===== src/rtl/estimate_pkg.sv =====
// estimate_pkg: command codes, base addresses, defaults and FSM states for the estimate sequencer.
package estimate_pkg;
    localparam logic [2:0] CMD_INI   = 3'd0;
    localparam logic [2:0] CMD_ACC   = 3'd1;
    localparam logic [2:0] CMD_POOL  = 3'd2;
    localparam logic [2:0] CMD_NORM  = 3'd3;
    localparam logic [2:0] CMD_ACTIV = 3'd4;
    localparam logic [2:0] CMD_NOP   = 3'd7;
    localparam logic [15:0] W2_BASE = 16'd0;
    localparam logic [15:0] W3_BASE = 16'(9 * 32);
    localparam logic [15:0] M2_BASE = 16'(530 * 32);
    localparam logic [15:0] M3_BASE = 16'(531 * 32);
    localparam int NK_DEF    = 9;
    localparam int NPOOL_DEF = 4;
    typedef enum logic [2:0] {S_IDLE, S_INI, S_ACC, S_POOL, S_NORM, S_ACTIV} state_t;
endpackage


===== src/rtl/estimate_seq.sv =====
// estimate_seq: issues the com/addr/data stream for one layer and packs the per-channel activ results.
module estimate_seq
    import estimate_pkg::*;
#(
    parameter int NOUT  = 32,
    parameter int NPOOL = NPOOL_DEF,
    parameter int NK    = NK_DEF
) (
    input  logic        clk,
    input  logic        reset,
    input  logic        start,
    input  logic        layer,
    output logic        busy,
    output logic        done,
    output logic [31:0] out_word,
    output logic [5:0]  act_rd_addr,
    output logic        act_rd_en,
    input  logic [31:0] act_data,
    output logic [2:0]  com,
    output logic [15:0] addr,
    output logic [31:0] data,
    input  logic        activ
);
    localparam int PW = NPOOL > 1 ? $clog2(NPOOL) : 1;
    localparam int KW = NK > 1 ? $clog2(NK) : 1;

    state_t state, state_n;
    logic [4:0] oc, oc_n, cap_oc1, cap_oc2;
    logic [PW-1:0] p, p_n;
    logic [KW-1:0] k, k_n;
    logic [1:0] cap_v;
    logic layer_q, start_ok, last_cap;
    logic [2:0] com_n;
    logic [15:0] addr_n, wbase, mbase;

    // done and busy still hold for two cycles after the FSM returns to IDLE
    assign start_ok    = start && state == S_IDLE && !busy && !done;
    assign last_cap    = cap_v[1] && cap_oc2 == 5'(NOUT - 1);
    assign act_rd_en   = state == S_ACC;
    assign act_rd_addr = act_rd_en ? 6'(32'(p) * NK + 32'(k)) : 6'd0;
    assign data        = act_data;
    assign wbase       = layer_q ? W3_BASE : W2_BASE;
    assign mbase       = layer_q ? M3_BASE : M2_BASE;

    always_ff @(posedge clk) begin
        if (reset) begin
            state <= S_IDLE;
            oc    <= '0;
            p     <= '0;
            k     <= '0;
        end else begin
            state <= state_n;
            oc    <= oc_n;
            p     <= p_n;
            k     <= k_n;
        end
    end

    always_comb begin
        state_n = state;
        oc_n    = oc;
        p_n     = p;
        k_n     = k;
        case (state)
            S_IDLE: begin
                oc_n = '0;
                p_n  = '0;
                k_n  = '0;
                if (start_ok) state_n = S_INI;
            end
            S_INI: state_n = S_ACC;
            S_ACC: begin
                k_n = k == KW'(NK - 1) ? '0 : k + 1'b1;
                if (k == KW'(NK - 1)) state_n = S_POOL;
            end
            S_POOL: begin
                p_n     = p == PW'(NPOOL - 1) ? '0 : p + 1'b1;
                state_n = p == PW'(NPOOL - 1) ? S_NORM : S_ACC;
            end
            S_NORM: state_n = S_ACTIV;
            S_ACTIV: begin
                oc_n    = oc == 5'(NOUT - 1) ? '0 : oc + 5'd1;
                state_n = oc == 5'(NOUT - 1) ? S_IDLE : S_INI;
            end
            default: state_n = S_IDLE;
        endcase
    end

    always_comb begin
        com_n  = state == S_INI   ? CMD_INI   :
                 state == S_ACC   ? CMD_ACC   :
                 state == S_POOL  ? CMD_POOL  :
                 state == S_NORM  ? CMD_NORM  :
                 state == S_ACTIV ? CMD_ACTIV : CMD_NOP;
        addr_n = state == S_ACC  ? wbase + 16'(32'(oc) * NK) + 16'(k) :
                 state == S_NORM ? mbase + 16'(oc) : 16'd0;
    end

    // activ for an ACTIV slot settles two edges after it was decided; oc rides along
    always_ff @(posedge clk) begin
        if (reset) begin
            com      <= CMD_NOP;
            addr     <= '0;
            busy     <= 1'b0;
            done     <= 1'b0;
            out_word <= '0;
            layer_q  <= 1'b0;
            cap_v    <= '0;
            cap_oc1  <= '0;
            cap_oc2  <= '0;
        end else begin
            com     <= com_n;
            addr    <= addr_n;
            cap_v   <= {cap_v[0], state == S_ACTIV};
            cap_oc1 <= oc;
            cap_oc2 <= cap_oc1;
            done    <= last_cap;
            if (start_ok) begin
                busy     <= 1'b1;
                out_word <= '0;
                layer_q  <= layer;
            end else if (last_cap) begin
                busy <= 1'b0;
            end
            if (cap_v[1]) out_word[cap_oc2] <= ~activ;
        end
    end
endmodule


===== config.mk =====
export PLATFORM = sky130hd
export DESIGN_NAME = estimate_seq
export DESIGN_NICKNAME = d
export VERILOG_FILES = /design/src/rtl/estimate_pkg.sv /design/src/rtl/estimate_seq.sv
export SDC_FILE = /design/constraint.sdc
export NUM_CORES = 1
export LEC_CHECK = 0
export BUFFER_PORTS_ARGS = -buffer_cell sky130_fd_sc_hd__buf_2
export CAP_MARGIN = 20
export CORE_AREA = 2 2 87 89
export CTS_BUF_LIST = sky130_fd_sc_hd__clkbuf_4 sky130_fd_sc_hd__clkbuf_8
export DETAILED_ROUTE_END_ITERATION = 10
export DIE_AREA = 0 0 89 91
export GPL_ROUTABILITY_DRIVEN = 0
export PLACE_DENSITY = 0.86
export SLEW_MARGIN = 5
export SYNTH_ARGS = -nofsm -noshare
export SYNTH_HDL_FRONTEND = slang
export SYNTH_SLANG_ARGS = --single-unit

===== constraint.sdc =====
create_clock -name clk -period 4.4 [get_ports clk]
set_clock_uncertainty 0.15 [all_clocks]
set_input_delay 0.88 -clock clk [delete_from_list [all_inputs] [get_ports clk]]
set_output_delay 0.88 -clock clk [all_outputs]
set_load 0.02 [all_outputs]

# == Word level (Yosys, flattened, before mapping) ==
# Index checks and enable logic that the tools add are counted.
# word_totals
regBits,80
inputBits,37
output_inout_bits,92
word_cells,78
# classes
n_addsub,7
mul,2
n_lt_le_gt_ge,2
eq_ne,11
muxes,29
bitwise_logic,1
n_reduce_logical,13
# op_table
cell,count
two-way mux 32 bit,3
bitwise mux 32 bit,1
two-way mux 16 bit,2
two-way mux 3 bit,7
one-hot mux 3 bit (6 select lines),1
adder 15 x 5 -> 16 bit,1
two-way mux 6 bit,2
adder 10 x 4 -> 11 bit,1
adder 9 x 9 -> 10 bit,1
equality test 5 bit (second input constant),2
one-hot mux 5 bit (2 select lines),1
multiplier 5 x 4 -> 9 bit (second input constant),1
two-way mux 9 bit,1
one-hot mux 4 bit (2 select lines),1
nonzero test 2 bit,4
adder 6 x 4 -> 6 bit,1
equality test 3 x 2 -> 1 bit (second input constant),2
equality test 3 bit (second input constant),2
less-than comparator 5 x 6 -> 1 bit (second input constant),1
multiplier 2 x 4 -> 6 bit (second input constant),1
adder 5 x 1 -> 5 bit (second input constant),1
demux 1 bit (select 5 bit),1
>= comparator 5 x 1 -> 1 bit (second input constant),1
logical AND 1 bit,5
other kinds (16),21

# == Longest topological paths before layout ==
# Gate-level depths: netlist (run 1).
# logic_depth
ltp_word,8
ltp_mapped,9
mapped_depth_nobuf,9

# == Worst setup path after synthesis (run 1) ==
# OpenSTA, ideal clock, no wires.
# synth_path
path_type,flip-flop to output port
startpoint,register k[1]
endpoint,output port act_rd_addr[3]
arrival_time_ps,1646
t_required_ps,3370
slack_ps,1724
path_stages_with_launch,6
n_path_buf,0
cell_sequence,dfxtp_1 -> ha_1 -> ha_1 -> fa_1 -> xnor2_1 -> nor2_1
# synth_via
elab_chain_len,2
# synth_rtl
item,line_no,source
start: declaration,estimate_seq.sv:30,"logic [KW-1:0] k, k_n;"
start signal: assignment,estimate_seq.sv:55,k <= k_n;
adder 6 x 4 -> 6 bit,estimate_seq.sv:40,assign act_rd_addr = act_rd_en ? 6'(32'(p) * NK + 32'(k)) : 6'd0;
two-way mux 6 bit,estimate_seq.sv:40,
end: declaration,estimate_seq.sv:16,"output logic [5:0] act_rd_addr,"
# Every way passes these cells.

# == Final worst setup path (run 1) ==
# layout_path
startpoint,register k[1]
endpoint,output port act_rd_addr[5]
# The elaborated chain is that of the path after synthesis.

==> results.ini, run 1 <==
[detailed_routing]
wl_um=8520
viasPerCell=5.69
drt_iter0_markers=174
drtAntennaViolNets=0
dr.pass1.iters=4
vias=3270
drc=0
avgRoutedWirePerCell_um=14.8

[final_layout]
final_nets=536
finish.utilization_pct=59.0
synthToLayoutAreaGrowth_pct=6.15
diodes=0
drive_gt1_share_pct=17.4
design_area_mm2=0.00421
final_cell_count_no_fill=575

[power_and_ir_drop]
power_leakage_nw=1.79
peakVddDrop_mv=0.226
power_density_mw_per_mm2=312
power.total_mw=1.31

[cts]
clock-root-buffer=clkbuf_8
clockBufferDepth=2
clock_sinks=75
cts_setup_buffers=0
cts_buffers=9
cts_resized=0
path_clk_slew_ns=0.08
h-tree-depth=3
holdBufCountCts=0
clk_latency_ns=0.34
cts_tree=yes

[place]
dp.cells=559
dp_hpwl_um=5880
port_buffers=59
placed_area_mm2=0.00400

[logic_synthesis]
synthDistinctLibCells=47
synth_area_mm2=0.00397
yosysSeqAreaShare_pct=37.9
ys.warnings.count=0
ys_ff_latch=75
async_flop_share_pct=0
synth_edf_count=0
synth_flop_cell=dfxtp_1
synthCells=460
postSynthAreaPerCell_um2=8.62

[die]
initial_utilization_pct=55.6
num_rows=31
design.core.area_mm2=0.00714
fp.dieW_um=89
io_pins=129
die_y_um=91
die-area_mm2=0.00810

[critical_path]
path_max_fanout=6
critPathLaunchType=flop
endpoint_kind=primary output
arrival_ns=2.07
worstSetupPathType=flop to primary output
r2r_cells=7
critPathRequiredTime_ns=3.37

[sta]
hold_viol=0
slew_violations=0
rsz0062_at_grt=no
period_share_pct=70.4
worst_pin_slew_ns=0.688
max_freq_mhz=323
setup_viol=0
slew_headroom_pct=54.1
finalSetupTns_ns=0
final.min_clock_period_ns=3.10

[status]
outcome=complete, no violations

[global_route]
grt.overflow.total=0
antenna_found_initial=0
grt_max_degree=65
grt_pass1_wl_um=14000
grt_util_all_layers_pct=21.2
grt_pass1_vias=3059

[min_path]
worstHoldPathType=flop to flop
hold-path-cell-count=1

[flow_run]
max-cap-violations=0

cells by family (layout without fill, tap and decap cells):
group	after synthesis	after routing	synth area share, %
fa+ha+maj	27	27	9.09
mux	2	2	0.505
simple gates	160	160	21.6
xor+xnor	6	6	1.33
flops	75	75	37.9
other cells	1	5	0.0946
compound gates	110	110	17.7
buf+inv	79	91	11.8
final timing paths:
kind,from,endpoint,slack [ns]
worst max register to register,oc[0],addr[7],1.78
worst min-delay path,cap_oc1[0],cap_oc2[0],0.29
worst max-delay path,k[1],act_rd_addr[5],1.30
worst min register to register,cap_oc1[0],cap_oc2[0],0.29
metrics by stage:
step	setup slack, ns	hold slack, ns
2_1_floorplan	1.72	0.264
3_5_place_dp	1.67	0.278
6_report	1.30	0.288
3_3_place_gp	1.72	0.267
5_1_grt	1.18	0.309
4_1_cts	1.29	0.299
Yosys cell counts (2+ instances only):
master    count  area, um2
o21ai_0      13       65.1
nand3b_1      5       37.5
a21oi_1      35        175
buf_2         2       10.0
dfxtp_1      75       1500
buf_1         2       7.51
nand2b_1      5       31.3
or3b_1        2       17.5
nand2_1      23       86.3
and3b_1       2       17.5
or3b_2        2       17.5
a22o_1        2       17.5
xor2_1        2       17.5
nor2_1       36        135
o21a_1        2       15.0
xnor2_1       4       35.0
or2_2         2       12.5
mux2i_1       2       20.0
a22oi_1       6       45.0
or3_1        25        156
o22ai_1       3       18.8
o211ai_1     19        143
nor3_1       17       85.1
ha_1         24        300
buf_6         4       45.0
o21bai_1      4       30.0
nor3b_1       6       45.0
buf_4        37        278
a31oi_1      16        100
fa_1          3       60.1
clkbuf_1     19       71.3
a21o_1        3       22.5
a211oi_1      2       15.0
nor2b_1      15       93.8
and3_1        6       37.5
inv_1        15       56.3
nand3_1      10       50.1
report_power, final:
part           total [mW]  switching (mW)  internal [mW]
Combinational       0.102          0.0708         0.0312
Sequential          0.701          0.0149          0.686
Clock               0.508           0.245          0.263
routing by layer:
layer  global-route usage, %  vias to the layer above  wire (um)
met5                       0                        -          0
met4                    9.45                        0        199
met3                    3.45                       31        541
met2                    35.0                      117       4160
met1                    26.9                     1521       3620
li1                        -                     1601          -
layout by cell type, fill, tap and decap left out, types with 4 or more instances in the layout:
master and instances:
a21oi_1 35, a22oi_1 6, a31oi_1 16, and3_1 6
buf_2 59, clkbuf_8 9, conb_1 5, dfxtp_1 75
ha_1 24, inv_1 15, nand2_1 23, nand2b_1 5
nand3_1 10, nand3b_1 5, nor2_1 36, nor2b_1 15
nor3_1 17, nor3b_1 6, o211ai_1 19, o21ai_0 13
o21bai_1 4, or3_1 25, xnor2_1 4
registers in the layout (all words and copies together), names as in the netlist:
name      cells
layer_q       1
busy          1
com           3
cap_oc1       5
cap_oc2       5
addr         11
done          1
state         3
cap_v         2
p             2
oc            5
out_word     32
k             4
worst max-delay path, stage by stage (launching register included):
cell and delay [ns]:
dfxtp_1 0.42, ha_1 0.26, ha_1 0.23, fa_1 0.41, a31oi_1 0.18, nor2_1 0.05, buf_2 0.17
area by class of cell:
type / instances / area, um2
Fill cell: 647 / 2930
Multi-Input combinational cell: 310 / 2010
Sequential cell: 75 / 1500
Timing Repair Buffer: 61 / 330
Clock buffer: 10 / 131
Tap cell: 99 / 124
Inverter: 15 / 56.3
Clock inverter: 5 / 55.1
(Power assumes the default switching activity.)
==> run 2: changes to the inputs <==
Settings changed: CORE_AREA 2 2 87 89 to 2 2 94 96, DIE_AREA 0 0 89 91 to 0 0 96 98, PLACE_DENSITY 0.86 to 0.78.
Clock period 4.4 ns to 2.8 ns, I/O delays scaled along.
==> results.ini, run 2 (synthesized netlist as in run 1, its figures left out) <==
[cts]
cts_buffers=9
clockBufferDepth=2
h-tree-depth=3
clock_sinks=75
cts_tree=yes
clk_latency_ns=0.37
holdBufCountCts=0
clock-root-buffer=clkbuf_8
cts_setup_buffers=0
path_clk_slew_ns=0.08

[critical_path]
reg2reg_from=oc[1]
endpoint_kind=primary output
worstSetupPathType=flop to primary output
path_buf_inv=1
critPathRequiredTime_ns=2.09
critPathTopFamily=adder cells
crit_cells=5
slowest_stage=fa_2
critPathLaunchType=flop
r2r_end=addr[7]
path_max_fanout=5
r2r_cells=7
slowest_delay_ns=0.52
reg2reg_slack_ns=0.23
crit_path_cell_trace=ha_1 > ha_2 > fa_2 > and3_1 > buf_4
arrival_ns=2.05

[sta]
rsz0062_at_grt=yes
period_share_pct=98.4
worst_pin_slew_ns=0.644
hold_viol=0
timing.hold.ws_ns=0.289
slew_violations=0
max_freq_mhz=363
finalSetupTns_ns=0
slew_headroom_pct=57.0
final.min_clock_period_ns=2.76
setup_viol=0

[die]
fp.dieW_um=96
design.core.area_mm2=0.00847
num_rows=34
die_y_um=98
die-area_mm2=0.00941
initial_utilization_pct=46.8
io_pins=129

[final_layout]
diodes=0
synthToLayoutAreaGrowth_pct=7.54
drive_gt1_share_pct=19.1
largest_reg_flops=32
final_cell_mix=73 x dfxtp_1, 58 x buf_2, 36 x nor2_1
largest-register=out_word
top_regs=out_word (32), addr (11)
final_nets=540
layout_commonest_cell=dfxtp_1

[global_route]
grt_max_degree=45
antenna_found_initial=0
grt_pass1_vias=3063
grt_pass1_wl_um=14300
grt_util_all_layers_pct=18.9
grt.overflow.total=0

[min_path]
hold_path.startpoint=cap_oc1[2]
min_to=cap_oc2[2]
worstHoldPathType=flop to flop
hold-path-cell-count=1

[detailed_routing]
avgRoutedWirePerCell_um=14.7
drc=0
dr.pass1.iters=4
wl_um=8640
drt_iter0_markers=141
vias=3285
viasPerCell=5.58
drtAntennaViolNets=0

[power_and_ir_drop]
power.total_mw=2.13
p_switching_uw=577
power_frac_comb_pct=8.1
switching_share_pct=27.1
seqPwrFrac_pct=51.2
peakVddDrop_mv=0.230
internal_power_mw=1.55
pwr-share-clk_pct=40.8
power_density_mw_per_mm2=500
power_leakage_nw=1.81

[status]
outcome=complete, no violations

[place]
dp_hpwl_um=6030
port_buffers=59

[flow_run]
max-cap-violations=0

-- run 2: stage by stage --
step                instances  util, %  setup slack, ns  cell area, um2
floorplan                 464        -            0.444            3980
CTS                       589     50.3          0.00706            4250
detailed placement        573     47.8            0.293            4040
global placement          573     47.8            0.353            4040
finish                    589     50.4           0.0438            4260
global route              589     50.4          -0.0364            4260
-- run 2: final cells by class --
class,instances,area (um2)
clock inverters,7,83.8
repair buffers,65,343
well taps,108,135
clock buffers,9,124
fillers,799,4200
inverters,15,56.3
multi-input cells,310,2020
flip-flops and latches,75,1510
-- run 2: worst max path at each step --
stage | start | slack, ns | endpoint
detailed placement | oc[1] | 0.29 | addr[7]
global route | p[1] | -0.04 | act_rd_addr[2]
floorplan | k[1] | 0.44 | act_rd_addr[3]
CTS | p[1] | 0.007 | act_rd_addr[5]
finish | p[1] | 0.04 | act_rd_addr[2]
global placement | oc[1] | 0.35 | addr[7]
-- run 2: per-layer routing --
layer  track usage [%]  vias up  routed length [um]
li1                  -     1620                   -
met1              23.5     1534                3670
met2              31.2      112                4220
met3              4.24       19                 585
met4              8.02        0                 165
met5                 0        -                   0
-- run 2: repair_timing --
item,4_1_cts,5_1_grt
pin swaps,0,1
endpoints found under the hold margin,0,0
endpoints found under the setup margin,3,3
resized for setup,2,4
-- run 2: power groups by stage --
stage | registers (mW) | clock network [mW] | logic [mW]
floorplan | 1.12 | 0 | 0.199
global placement | 1.12 | 0 | 0.167
detailed placement | 1.12 | 0 | 0.171
CTS | 1.09 | 0.891 | 0.172
global route | 1.09 | 0.940 | 0.191
finish | 1.09 | 0.869 | 0.172
-- run 2: worst reg2reg max path: stages (launching register included) --
cell and delay (ns):
dfxtp_1 0.48, ha_1 0.29, ha_1 0.25, fa_1 0.44
a211oi_1 0.31, o21bai_1 0.16, or3_1 0.36, nand3_1 0.08
